**config.mk**
```make
export PLATFORM = sky130hd
export DESIGN_NAME = alu_scheduler
export DESIGN_NICKNAME = d
export VERILOG_FILES = /design/src/rtl/alu_scheduler.sv
export SDC_FILE = /design/constraint.sdc
export NUM_CORES = 1
export LEC_CHECK = 0
export BUFFER_PORTS_ARGS = -buffer_cell sky130_fd_sc_hd__buf_2
export CAP_MARGIN = 10
export CELL_PAD_IN_SITES_DETAIL_PLACEMENT = 1
export CELL_PAD_IN_SITES_GLOBAL_PLACEMENT = 2
export CORE_MARGIN = 2
export CORE_UTILIZATION = 24
export DETAILED_ROUTE_END_ITERATION = 12
export GPL_TIMING_DRIVEN = 0
export PLACE_DENSITY = 0.88
export SLEW_MARGIN = 20
export SYNTH_ARGS = -nofsm -noshare
export SYNTH_HDL_FRONTEND = slang
export SYNTH_SLANG_ARGS = --single-unit
```
**constraint.sdc**
```tcl
create_clock -name clk -period 3.5 [get_ports clk]
set_input_delay 0.175 -clock clk [delete_from_list [all_inputs] [get_ports clk]]
set_output_delay 0.175 -clock clk [all_outputs]
set_load 0.05 [all_outputs]
```
**src/rtl/alu_scheduler.sv**
```systemverilog
// Two-port arbiter in front of the shared WIDTH-bit ALU: grants one requester,
// issues the latched op for one cycle, then holds the registered result until consumed.
module alu_scheduler #(
  parameter int WIDTH = 16,
  parameter bit FAIR  = 1'b1
) (
  input  logic             clk,
  input  logic             rst,
  input  logic             req_valid_0,
  input  logic             req_valid_1,
  output logic             req_ready_0,
  output logic             req_ready_1,
  input  logic [2:0]       req_op_0,
  input  logic [2:0]       req_op_1,
  input  logic [WIDTH-1:0] req_a_0,
  input  logic [WIDTH-1:0] req_b_0,
  input  logic [WIDTH-1:0] req_a_1,
  input  logic [WIDTH-1:0] req_b_1,
  output logic             rsp_valid_0,
  output logic             rsp_valid_1,
  input  logic             rsp_ready_0,
  input  logic             rsp_ready_1,
  output logic [WIDTH-1:0] rsp_result,
  output logic             rsp_zero,
  output logic             rsp_err,
  output logic [WIDTH-1:0] alu_a,
  output logic [WIDTH-1:0] alu_b,
  output logic [2:0]       alu_operation,
  output logic             alu_binvert,
  output logic             alu_carryin,
  input  logic [WIDTH-1:0] alu_result,
  input  logic             alu_zero
);

  typedef enum logic [1:0] {S_IDLE, S_ISSUE, S_RESP} state_t;

  state_t           r_state, w_next;
  logic             r_ptr, r_port;
  logic [2:0]       r_op;
  logic [WIDTH-1:0] r_a, r_b;
  logic [WIDTH-1:0] r_rsp_result;
  logic             r_rsp_zero, r_rsp_err;

  logic             w_grant0, w_grant1, w_accept, w_illegal;
  logic [2:0]       w_sel_op;

  // Tie-break: round-robin pointer when FAIR, otherwise port 0 always wins.
  always_comb begin
    w_grant0 = 1'b0;
    w_grant1 = 1'b0;
    if (req_valid_0 && req_valid_1) begin
      if (FAIR && r_ptr) w_grant1 = 1'b1;
      else               w_grant0 = 1'b1;
    end else begin
      w_grant0 = req_valid_0;
      w_grant1 = req_valid_1;
    end
  end

  assign w_accept  = (r_state == S_IDLE) && (req_valid_0 || req_valid_1);
  assign w_sel_op  = w_grant1 ? req_op_1 : req_op_0;
  assign w_illegal = w_sel_op[2] & w_sel_op[1];

  always_ff @(posedge clk) begin
    if (rst) r_state <= S_IDLE;
    else     r_state <= w_next;
  end

  always_comb begin
    w_next = r_state;
    case (r_state)
      S_IDLE:  if (w_accept) w_next = w_illegal ? S_RESP : S_ISSUE;
      S_ISSUE: w_next = S_RESP;
      S_RESP:  if (r_port ? rsp_ready_1 : rsp_ready_0) w_next = S_IDLE;
      default: w_next = S_IDLE;
    endcase
  end

  always_comb begin
    req_ready_0   = (r_state == S_IDLE) && w_grant0;
    req_ready_1   = (r_state == S_IDLE) && w_grant1;
    rsp_valid_0   = (r_state == S_RESP) && !r_port;
    rsp_valid_1   = (r_state == S_RESP) &&  r_port;
    alu_a         = '0;
    alu_b         = '0;
    alu_operation = 3'b100;
    alu_binvert   = 1'b1;
    alu_carryin   = 1'b0;
    if (r_state == S_ISSUE) begin
      alu_a = r_a;
      alu_b = r_b;
      case (r_op)
        3'd1: begin alu_binvert = 1'b0; alu_carryin = 1'b1; end
        3'd2: alu_operation = 3'b000;
        3'd3: alu_operation = 3'b001;
        3'd4: alu_operation = 3'b010;
        3'd5: alu_operation = 3'b011;
        default: alu_operation = 3'b100;
      endcase
    end
  end

  always_ff @(posedge clk) begin
    if (rst) begin
      r_ptr        <= 1'b0;
      r_port       <= 1'b0;
      r_op         <= '0;
      r_a          <= '0;
      r_b          <= '0;
      r_rsp_result <= '0;
      r_rsp_zero   <= 1'b0;
      r_rsp_err    <= 1'b0;
    end else begin
      if (w_accept) begin
        r_port <= w_grant1;
        r_op   <= w_sel_op;
        r_a    <= w_grant1 ? req_a_1 : req_a_0;
        r_b    <= w_grant1 ? req_b_1 : req_b_0;
        if (FAIR) r_ptr <= ~w_grant1;
        if (w_illegal) begin
          r_rsp_result <= '0;
          r_rsp_zero   <= 1'b0;
          r_rsp_err    <= 1'b1;
        end
      end
      if (r_state == S_ISSUE) begin
        r_rsp_result <= alu_result;
        r_rsp_zero   <= alu_zero;
        r_rsp_err    <= 1'b0;
      end
    end
  end

  assign rsp_result = r_rsp_result;
  assign rsp_zero   = r_rsp_zero;
  assign rsp_err    = r_rsp_err;

endmodule
```
[After elaboration in Yosys (flattened, before gate mapping)]
Index checks and enable logic that the tools add are counted.
Storage, ports and cells
  latch bits: 0
  memories kept: 0
  register bits: 57
  ROM bits: 0
  output and inout bits: 59
  RAM bits: 0
  word-level logic and storage cells: 61
Cells by class
  div/mod/pow operators: 0
  reductions and logical operators: 15
  equality and inequality tests: 9
  mux-type cells: 26
  $mul: 0
  $lt $le $gt $ge: 0
  $add $sub $neg: 0
  bitwise logic cells: 2
  shift operators: 0
Operator list (number)
  two-way mux 16 bit: 7
  two-way mux 1 bit: 12
  case mux 3 bit (4 select lines): 1
  equality test 3 x 2 -> 1 bit, second input constant: 2
  equality test 3 bit, second input constant: 2
  logical AND 1 bit: 6
  two-way mux 2 bit: 3
  two-way mux 3 bit: 2
  case mux 2 bit (3 select lines): 1
  AND reduction 2 bit: 3
  inequality test 2 bit, second input constant: 2
  nonzero test 2 bit: 2
  equality test 3 x 1 -> 1 bit, second input constant: 1
  equality test 2 x 1 -> 1 bit, second input constant: 1
  equality test 2 bit, second input constant: 1
  zero test 2 bit: 1
  OR reduction 2 bit: 1
  bitwise AND 1 bit: 1
  zero test 1 bit: 1
  logical OR 1 bit: 1
  NOT 1 bit: 1

[Longest topological paths before layout]
Gate-level depths: netlist (run 1).
  depth in word-level cells: 7
  mapped depth: 6
  gate-level depth less buffers: 4

[Worst setup path after synthesis (run 1)]
OpenSTA, ideal clock, no wires.
  kind: reg2out
  from: register r_state[1]
  to: output alu_carryin
  data required time: 3.325 ns
  slack: 1.580 ns
  cell stages (with the launch flop): 4
  arrival: 1.745 ns
  path through: dfxtp_1 > nand2b_1 > or4b_2 > inv_1
On the way
  longest elaborated chain between the ends: 2
RTL lines
  from (decl): line 37  | state_t r_state, w_next;
  from (signal assigned): line 66  | else r_state <= w_next;
  equality test 2 x 1 -> 1 bit: line 89  | if (r_state == S_ISSUE) begin
  two-way mux 1 bit: line 89
  to (decl): line 30  | output logic alu_carryin,
Every way passes these cells.

[Final worst setup path (run 1)]
  from: register r_state[0]
  to: output alu_b[0]
On the way
  longest elaborated chain between the ends: 2
RTL lines
  equality test 2 x 1 -> 1 bit: line 89
  two-way mux 16 bit: line 89
  to (decl): line 27  | output logic [WIDTH-1:0] alu_b,
Every way passes these cells.

==> results of run 1 <==
==> logic make-up (layout without fill, tap and decap cells) <==
logic type	after synthesis	after routing	synth area share, %
simple gates	92	92	20.6
compound gates	61	61	24.6
flops	57	57	48.6
buf+inv	25	191	4.53
mux	3	3	1.28
xor+xnor	1	1	0.373
==> how the worst min path moves through the flow <==
stage               slack [ns]             end      startpoint  depth (start not counted)
CTS                       0.03  rsp_result[12]  alu_result[12]                          2
detailed placement        0.40   rsp_result[4]   alu_result[4]                          2
global route              0.03  rsp_result[14]  alu_result[14]                          2
finish                    0.05  rsp_result[12]  alu_result[12]                          2
global placement          0.39   rsp_result[5]   alu_result[5]                          2
floorplan                 0.31   rsp_result[0]   alu_result[0]                          1
==> routing by layer <==
layer	GRT usage (%)	wire length, um	vias to the layer above
met5	0	0	-
met2	26.6	4030	108
met3	4.61	587	10
met1	16.3	3400	1187
li1	-	-	1222
met4	5.06	102	0
==> flip-flops by register name, indices dropped and copies added (netlist names) <==
name and cells:
rsp_result 16, rsp_err 1, r_b 16, r_op 3, r_a 16, r_port 1
rsp_zero 1, r_ptr 1, r_state 2
==> power by group through the flow <==
stage	logic, uW	clock network (uW)	registers, uW
after CTS	494	592	754
after global placement	483	0	765
after detailed placement	493	0	768
final	486	566	754
after floorplan	280	0	820
after global routing	530	614	764
==> synthesized netlist by cell type (all sizes together), types with 2 or more instances <==
cell / count / area, um2
mux2i: 3 / 30.0
and3: 2 / 12.5
a22o: 17 / 149
inv: 4 / 15.0
a222oi: 33 / 330
a211oi: 3 / 22.5
dfxtp: 57 / 1140
a21oi: 2 / 10.0
nand2: 4 / 15.0
nor2: 41 / 154
clkbuf: 16 / 60.1
nor3b: 2 / 15.0
and2: 32 / 200
o21ai: 2 / 10.0
nor3: 3 / 26.3
buf: 5 / 31.3
nand2b: 2 / 12.5
==> cell type report <==
| class | instances | area [um2] |
|---|---|---|
| Buffer | 21 | 91.3 |
| Clock buffer | 9 | 124 |
| Clock inverter | 7 | 56.3 |
| Fill cell | 1215 | 6190 |
| Inverter | 4 | 15.0 |
| Multi-Input combinational cell | 157 | 1100 |
| Sequential cell | 57 | 1140 |
| Tap cell | 133 | 166 |
| Timing Repair Buffer | 150 | 751 |
==> critical path: cells and delay by family, from the launching register on <==
kind	cells	cell delay (ns)
buffers and inverters	3	1.09
flip-flops	1	0.42
AND/OR/NAND/NOR	2	0.35
==> metrics by stage <==
step	std cells	worst slack, ns
floorplan	239	1.58
global placement	522	1.45
detailed placement	522	1.44
CTS	538	1.06
global route	538	0.873
finish	538	1.14
==> summary.txt, run 1 <==
Timing
  • Layout Skew: 0.00566 ns
  • Final setup viols: 0
  • Max-slew violation count: 0
  • Fmax: 423 MHz
  • Fin crit period: 2.36 ns
  • Setup tns final: 0 ns
  • RSZ-0062 raised after global routing: no
  • Worst slew pin tran: 0.753 ns
  • Final Hold Fails: 0
  • Final hold slack: 0.0502 ns
  • Final period util: 67.5%
  • Relative slew slack: 49.5%

Die
  • Initial Utilization: 24.4%
  • Chip Width: 103 um
  • Core area: 0.00964 mm2
  • Rows: 36
  • Die H: 103 um
  • Die area: 0.0106 mm2
  • Ports: 152

Route
  • Initial DRT Pass Iterations: 5
  • Post-Route WL: 8120 um
  • # DRC: 0
  • Vias: 2527
  • Post-DR wirelength/cell: 15.1 um
  • Via density: 4.70
  • Routed Antenna Nets: 0
  • DRT iter0 DRCs: 138

Setup path
  • Critical path destination: alu_b[0]
  • CP startpoint: r_state[0]
  • Startpoint types: register
  • Reg2Reg Setup Slack: 1.71 ns
  • Largest stage delay, worst path: 0.42 ns
  • Crit path DAT: 2.19 ns
  • Critical path class: reg -> out
  • Crit path max fanout: 10
  • FF-to-FF path depth: 5
  • Cell mode on critical path: clkbuf_1
  • Reg-to-Reg Start: r_state[0]
  • Required time of the critical path: 3.32 ns
  • CP max-delay cell: dfxtp_1
  • Crit path cell chain: nor2b_1, clkbuf_1, clkbuf_1, and2_1, buf_2
  • Endpoint class of the critical path: primary output
  • RR Endpoint: rsp_result[1]

Final layout
  • Share of layout cells above drive strength 1: 44.0%
  • Final Core Density: 35.7%
  • # diodes: 0
  • Most frequent cells in the layout: buf_2 (154), dfxtp_1 (57), nor2_1 (41)
  • # nets final: 493
  • Most common cell after layout, fill and taps aside: buf_2
  • Final instance area: 0.00345 mm2
  • Area grow syn2layout: 46.7%

Clocking
  • Clk pin slew, worst setup/hold paths: 0.08 ns
  • Root buf cell: clkbuf_8
  • Clock Sinks: 57
  • CTS resizes: 0
  • Clk buf depth: 2
  • H-tree depth: 3
  • Post-CTS setup buffer count: 0
  • Worst-Skew Late Latency: 0.34 ns
  • Num CTS Buffers: 9
  • TritonCTS clock tree: yes
  • Hold Buf Count CTS: 0

Synthesis
  • Post-synthesis net count: 332
  • Yosys reg bits: 57
  • Ys Warns: 0
  • Async S/R FF share, synth: 0%
  • Post-synth EDFFs: 0
  • Mapped Area: 0.00235 mm2
  • Syn Area/Cell: 9.83 um2
  • Top_reg_cell synth: dfxtp_1
  • Sequential share of the synthesized area: 48.6%
  • Mapped Cells: 239
  • Netlist cell types: 32

Global routing
  • Largest net degree at the start of global routing: 13
  • Overflow after GRT: 0
  • GR Util All Layers: 14.7%
  • Initial antenna violation count: 0
  • Vias in the first global route: 2491
  • First-pass GRT wire length: 11900 um

Hold path
  • Hold Crit Class: in -> reg

Pwr
  • Maximum VDD drop: 0.208 mV
  • Internal power: 1150 uW
  • Clock Power Share: 31.3%
  • Final Power: 1810 uW
  • Sw Share: 36.5%
  • Leakage: 0.00169 uW
  • Psw: 659 uW
  • Reg power frac: 41.8%
  • Combinational power share: 26.9%
  • PD cells: 524 mW/mm2

Run
  • Reported max-cap violation count: 0

Placement
  • Post-DP Area: 0.00327 mm2
  • Routability cong.: 0.725
  • Detail Placement HPWL: 6120 um
  • PortBufs: 150

Outcome
  • Outcome: complete, no violations
Note: power is estimated with default switching activity, not from simulation.
==> run 2, diff against run 1 <==
- CORE_UTILIZATION: 24 -> 23
- PLACE_DENSITY: 0.88 -> 0.85
- clock period: 3.5 -> 2.4 ns (I/O delays scaled with it)
==> run 2 against run 1 <==
Wire length up 2.7%. Clock skew up 0.0049 ns. Utilization up 1.0 points. Non-clock buffer count up 13. Final cell count up 2.4%. Sequential share of layout area down 1.6 points. Clock power up 80%. Largest cell class unchanged. Highest routed layer unchanged.
==> summary.txt, run 2 (same netlist as run 1, synthesis figures left out) <==
Outcome
  • Outcome: complete, no violations

Route
  • Via density: 4.65
  • Vias: 2560
  • Routed Antenna Nets: 0
  • # DRC: 0
  • Post-DR wirelength/cell: 15.1 um
  • Post-Route WL: 8340 um
  • DRT iter0 DRCs: 184
  • Initial DRT Pass Iterations: 6

Final layout
  • Most frequent cells in the layout: buf_2 (154), dfxtp_1 (57), nor2_1 (41)
  • Multi-input combinational cell area: 0.00110 mm2
  • Area grow syn2layout: 54.4%
  • Fill count: 1193
  • # nets final: 506
  • Final instance area: 0.00363 mm2
  • Most common cell after layout, fill and taps aside: buf_2
  • Share of layout cells above drive strength 1: 42.8%
  • Reg area: 0.00114 mm2
  • # diodes: 0
  • Final Non-Filler Cells: 551

Setup path
  • Crit path DAT: 2.05 ns
  • Crit path cell chain: or2_2, nor3_4, buf_2, buf_2
  • Largest stage delay, worst path: 0.40 ns
  • Required time of the critical path: 2.28 ns
  • CP max-delay cell: nor3_4
  • Crit path max fanout: 10
  • Crit-path leading delay family: simple AND/OR/NAND/NOR gates
  • Cell mode on critical path: buf_2
  • Startpoint types: register
  • Buffers & Inverters on Critical Path: 2
  • Endpoint class of the critical path: primary output
  • Critical path class: reg -> out

Global routing
  • First-pass GRT wire length: 12900 um
  • Initial antenna violation count: 0
  • Vias in the first global route: 2639
  • Largest net degree at the start of global routing: 11
  • GR Util All Layers: 14.9%
  • Overflow after GRT: 0

Timing
  • Final period util: 90.6%
  • Fin crit period: 2.17 ns
  • Setup tns final: 0 ns
  • Relative slew slack: 45.9%
  • Final Hold Fails: 0
  • Layout Skew: 0.0105 ns
  • Max-slew violation count: 0
  • Final setup viols: 0
  • Fmax: 460 MHz
  • Final hold slack: 0.0194 ns
  • Worst slew pin tran: 0.806 ns
  • RSZ-0062 raised after global routing: no

Run
  • Reported max-cap violation count: 0

Clocking
  • Clk buf depth: 2
  • Clk pin slew, worst setup/hold paths: 0.06 ns
  • Root buf cell: clkbuf_8
  • Worst-Skew Late Latency: 0.33 ns
  • H-tree depth: 3
  • Clock Sinks: 57
  • Num CTS Buffers: 9
  • TritonCTS clock tree: yes
  • Post-CTS setup buffer count: 0

Placement
  • Post-DP Area: 0.00327 mm2
  • Detail Placement HPWL: 6310 um
  • PortBufs: 150
  • Routability cong.: 0.730
  • Dpl cells: 522

Die
  • Die area: 0.0110 mm2
  • Rows: 36
  • Ports: 152
  • Die H: 105 um
  • Chip Width: 105 um
  • Initial Utilization: 23.8%
  • Core area: 0.00986 mm2

Pwr
  • Maximum VDD drop: 0.383 mV
  • Leakage: 0.00178 uW
  • PD cells: 786 mW/mm2

Hold path
  • Hold Crit Class: in -> reg
run 2: cell count changes in the layout (fill, tap and decap cells not counted), sizes merged:
cell,delta
inv,-1
clkinvlp,-3
clkbuf,+2
dlygate4sd3,+13
bufinv,+2
run 2: routing by layer:
metal,up-vias,wire [um],track usage [%]
li1,1249,-,-
met1,1192,3390,16.9
met2,114,4240,26.3
met3,5,657,5.30
met4,0,43,4.00
met5,-,0,0
run 2: repair_timing:
action / CTS / global route
gates resized for setup: 1 / 0
hold buffers: 13 / 0
endpoints found under the hold margin: 13 / 0
setup endpoints to repair: 10 / 0
run 2: path summary, 6_finish.rpt:
path | start | end | slack [ns] | cells after the start
hold / removal | alu_result[0] | rsp_result[0] | 0.02 | 2
setup reg to reg | r_state[0] | rsp_result[11] | 0.65 | 4
hold reg to reg | rsp_err | rsp_err | 0.46 | 2
setup / recovery | r_state[1] | req_ready_1 | 0.23 | 4
run 2: through the flow:
stage                     power [uW]  worst slack [ns]  util (%)
final                           2850             0.227      36.8
after global placement          1820             0.379      33.1
after detailed placement        1840             0.342      33.1
after global routing            3020            0.0677      36.8
after CTS                       2910             0.173      36.8
after floorplan                 1600             0.535         -
run 2: power breakdown:
| group | switching (uW) | internal [uW] |
|---|---|---|
| Clock | 387 | 638 |
| Sequential | 55.0 | 1050 |
| Combinational | 464 | 262 |
run 2: cell type report:
type                       count  share of cell area [%]
clock inverter                 5                    2.14
multi-input combinational    157                    30.4
sequential                    57                    31.5
clock buffer                  11                    4.18
inverter                       4                   0.414
buffer                        21                    2.55
timing repair buffer         163                    24.3
tap                          133                    4.59
==> run 3, diff against run 2 <==
- REMOVE_ABC_BUFFERS: default -> 1
==> run 3 against run 2 <==
Sequential cell count is the same. Hold slack gained 0.0026 ns. First-iteration DRC count shrank 6.5%. Die area is the same. Sequential share of layout area grew 0.30 points. Critical path depth shrank 1. Register-to-register slack lost 0.13 ns. Worst setup slack lost 0.0029 ns. Clock skew shrank 0.0051 ns. Cell area shrank 0.93%. Largest power group unchanged. Utilization shrank 0.34 points. Highest routed layer unchanged. Maximum frequency shrank 0.13%.
==> summary.txt, run 3 (same netlist as run 1, synthesis figures left out) <==
Final layout
  • Multi-input combinational cell area: 0.00112 mm2
  • # diodes: 0
  • Most common cell after layout, fill and taps aside: buf_2
  • # nets final: 492
  • Reg area: 0.00114 mm2
  • Share of layout cells above drive strength 1: 44.0%
  • Fill count: 1188
  • Most frequent cells in the layout: buf_2 (151), dfxtp_1 (57), nor2_1 (40)
  • Area grow syn2layout: 53.0%

Clocking
  • Clk buf depth: 2
  • Clk pin slew, worst setup/hold paths: 0.06 ns
  • CTS resizes: 0
  • Root buf cell: clkbuf_8
  • Clock Sinks: 57
  • TritonCTS clock tree: yes
  • Worst-Skew Late Latency: 0.33 ns
  • H-tree depth: 3
  • Num CTS Buffers: 9

Pwr
  • Clock Power Share: 29.5%
  • PD cells: 730 mW/mm2
  • Internal power: 1750 uW
  • Reg power frac: 42.1%
  • Leakage: 0.00176 uW
  • Psw: 875 uW
  • Combinational power share: 28.4%
  • Maximum VDD drop: 0.306 mV
  • Sw Share: 33.4%

Placement
  • Detail Placement HPWL: 5720 um
  • Routability cong.: 0.686
  • Pre-CTS WS: 0.264 ns
  • PortBufs: 151

Setup path
  • Crit path cell chain: nor2_1, and3_2, buf_2
  • Crit path DAT: 2.06 ns
  • CP max-delay cell: and3_2
  • Critical path class: reg -> out
  • Crit path max fanout: 35
  • Largest stage delay, worst path: 0.69 ns
  • Required time of the critical path: 2.28 ns
  • Endpoint class of the critical path: primary output
  • Startpoint types: register

Run
  • Reported max-cap violation count: 0

Timing
  • Worst slew pin tran: 0.919 ns
  • Final hold slack: 0.0220 ns
  • Relative slew slack: 38.5%
  • Post-route worst setup slack: 0.224 ns
  • Max-slew violation count: 0
  • Fmax: 460 MHz
  • Layout Skew: 0.00547 ns
  • Fin crit period: 2.18 ns
  • RSZ-0062 raised after global routing: no
  • Final setup viols: 0
  • Final Hold Fails: 0
  • Final period util: 90.7%

Die
  • Rows: 36
  • Initial Utilization: 23.8%
  • Core area: 0.00986 mm2
  • Die area: 0.0110 mm2
  • Chip Width: 105 um
  • Ports: 152
  • Die H: 105 um

Route
  • Initial DRT Pass Iterations: 6
  • Via density: 4.76
  • Post-DR wirelength/cell: 15.2 um
  • # DRC: 0
  • Routed Antenna Nets: 0
  • Vias: 2548
  • Post-Route WL: 8150 um
  • DRT iter0 DRCs: 172

Global routing
  • Largest net degree at the start of global routing: 43
  • Initial antenna violation count: 0
  • First-pass GRT wire length: 13100 um
  • Vias in the first global route: 2595
  • Overflow after GRT: 0
  • GR Util All Layers: 15.0%

Outcome
  • Outcome: complete, no violations

Hold path
  • Hold Crit Class: in -> reg
==> run 3: area by class of cell <==
type / instances / share of cell area (%)
Tap cell: 133 / 4.63
Inverter: 4 / 0.418
Clock buffer: 14 / 4.53
Multi-Input combinational cell: 157 / 31.3
Timing Repair Buffer: 170 / 27.4
Sequential cell: 57 / 31.8
==> run 3: repair_timing <==
item,CTS,global route
hold endpoints to repair,15,0
setup buffers,1,0
hold buffers,15,0
setup endpoints to repair,1,0
==> run 3: routing by layer <==
layer  part of all wire, %  vias to the layer above  wire, um  global-route usage (%)
li1                      -                     1219         -                       -
met1                    40                     1185      3280                    16.7
met2                    49                      132      4020                    26.6
met3                   8.6                       12       701                    4.12
met4                   1.8                        0       146                    6.57
met5                     0                        -         0                       0
==> run 3: critical path: cells and delay by family, from the launching register on <==
family                 cells  cell delay (ns)
and+or+nand+nor            2             0.93
DFF                        1             0.38
buffers and inverters      1             0.39
==> run 3: worst paths after layout <==
path	from	endpoint	slack, ns	cells past startpoint
setup reg to reg	r_ptr	rsp_result[4]	0.52	4
hold / removal	alu_result[0]	rsp_result[0]	0.02	2
setup / recovery	r_state[1]	req_ready_0	0.22	3
hold reg to reg	rsp_err	rsp_err	0.47	2
==> run 3: power by group through the flow <==
stage	Sequential (uW)	Clock, uW	Combinational [uW]
detailed placement	1120	0	732
global route	1120	844	811
finish	1100	774	744
floorplan	1200	0	374
CTS	1100	810	754
global placement	1120	0	677
==> run 3: metrics by stage <==
step                      instance area [um2]  utilization (%)  setup TNS (ns)  power, uW  std cells
after global placement                   3180             32.2          -44.78       1790        502
after detailed placement                 3270             33.1               0       1850        505
final                                    3590             36.4               0       2620        535
after global routing                     3590             36.4               0       2770        535
after floorplan                          2260                -               0       1570        218
after CTS                                3590             36.4               0       2670        535
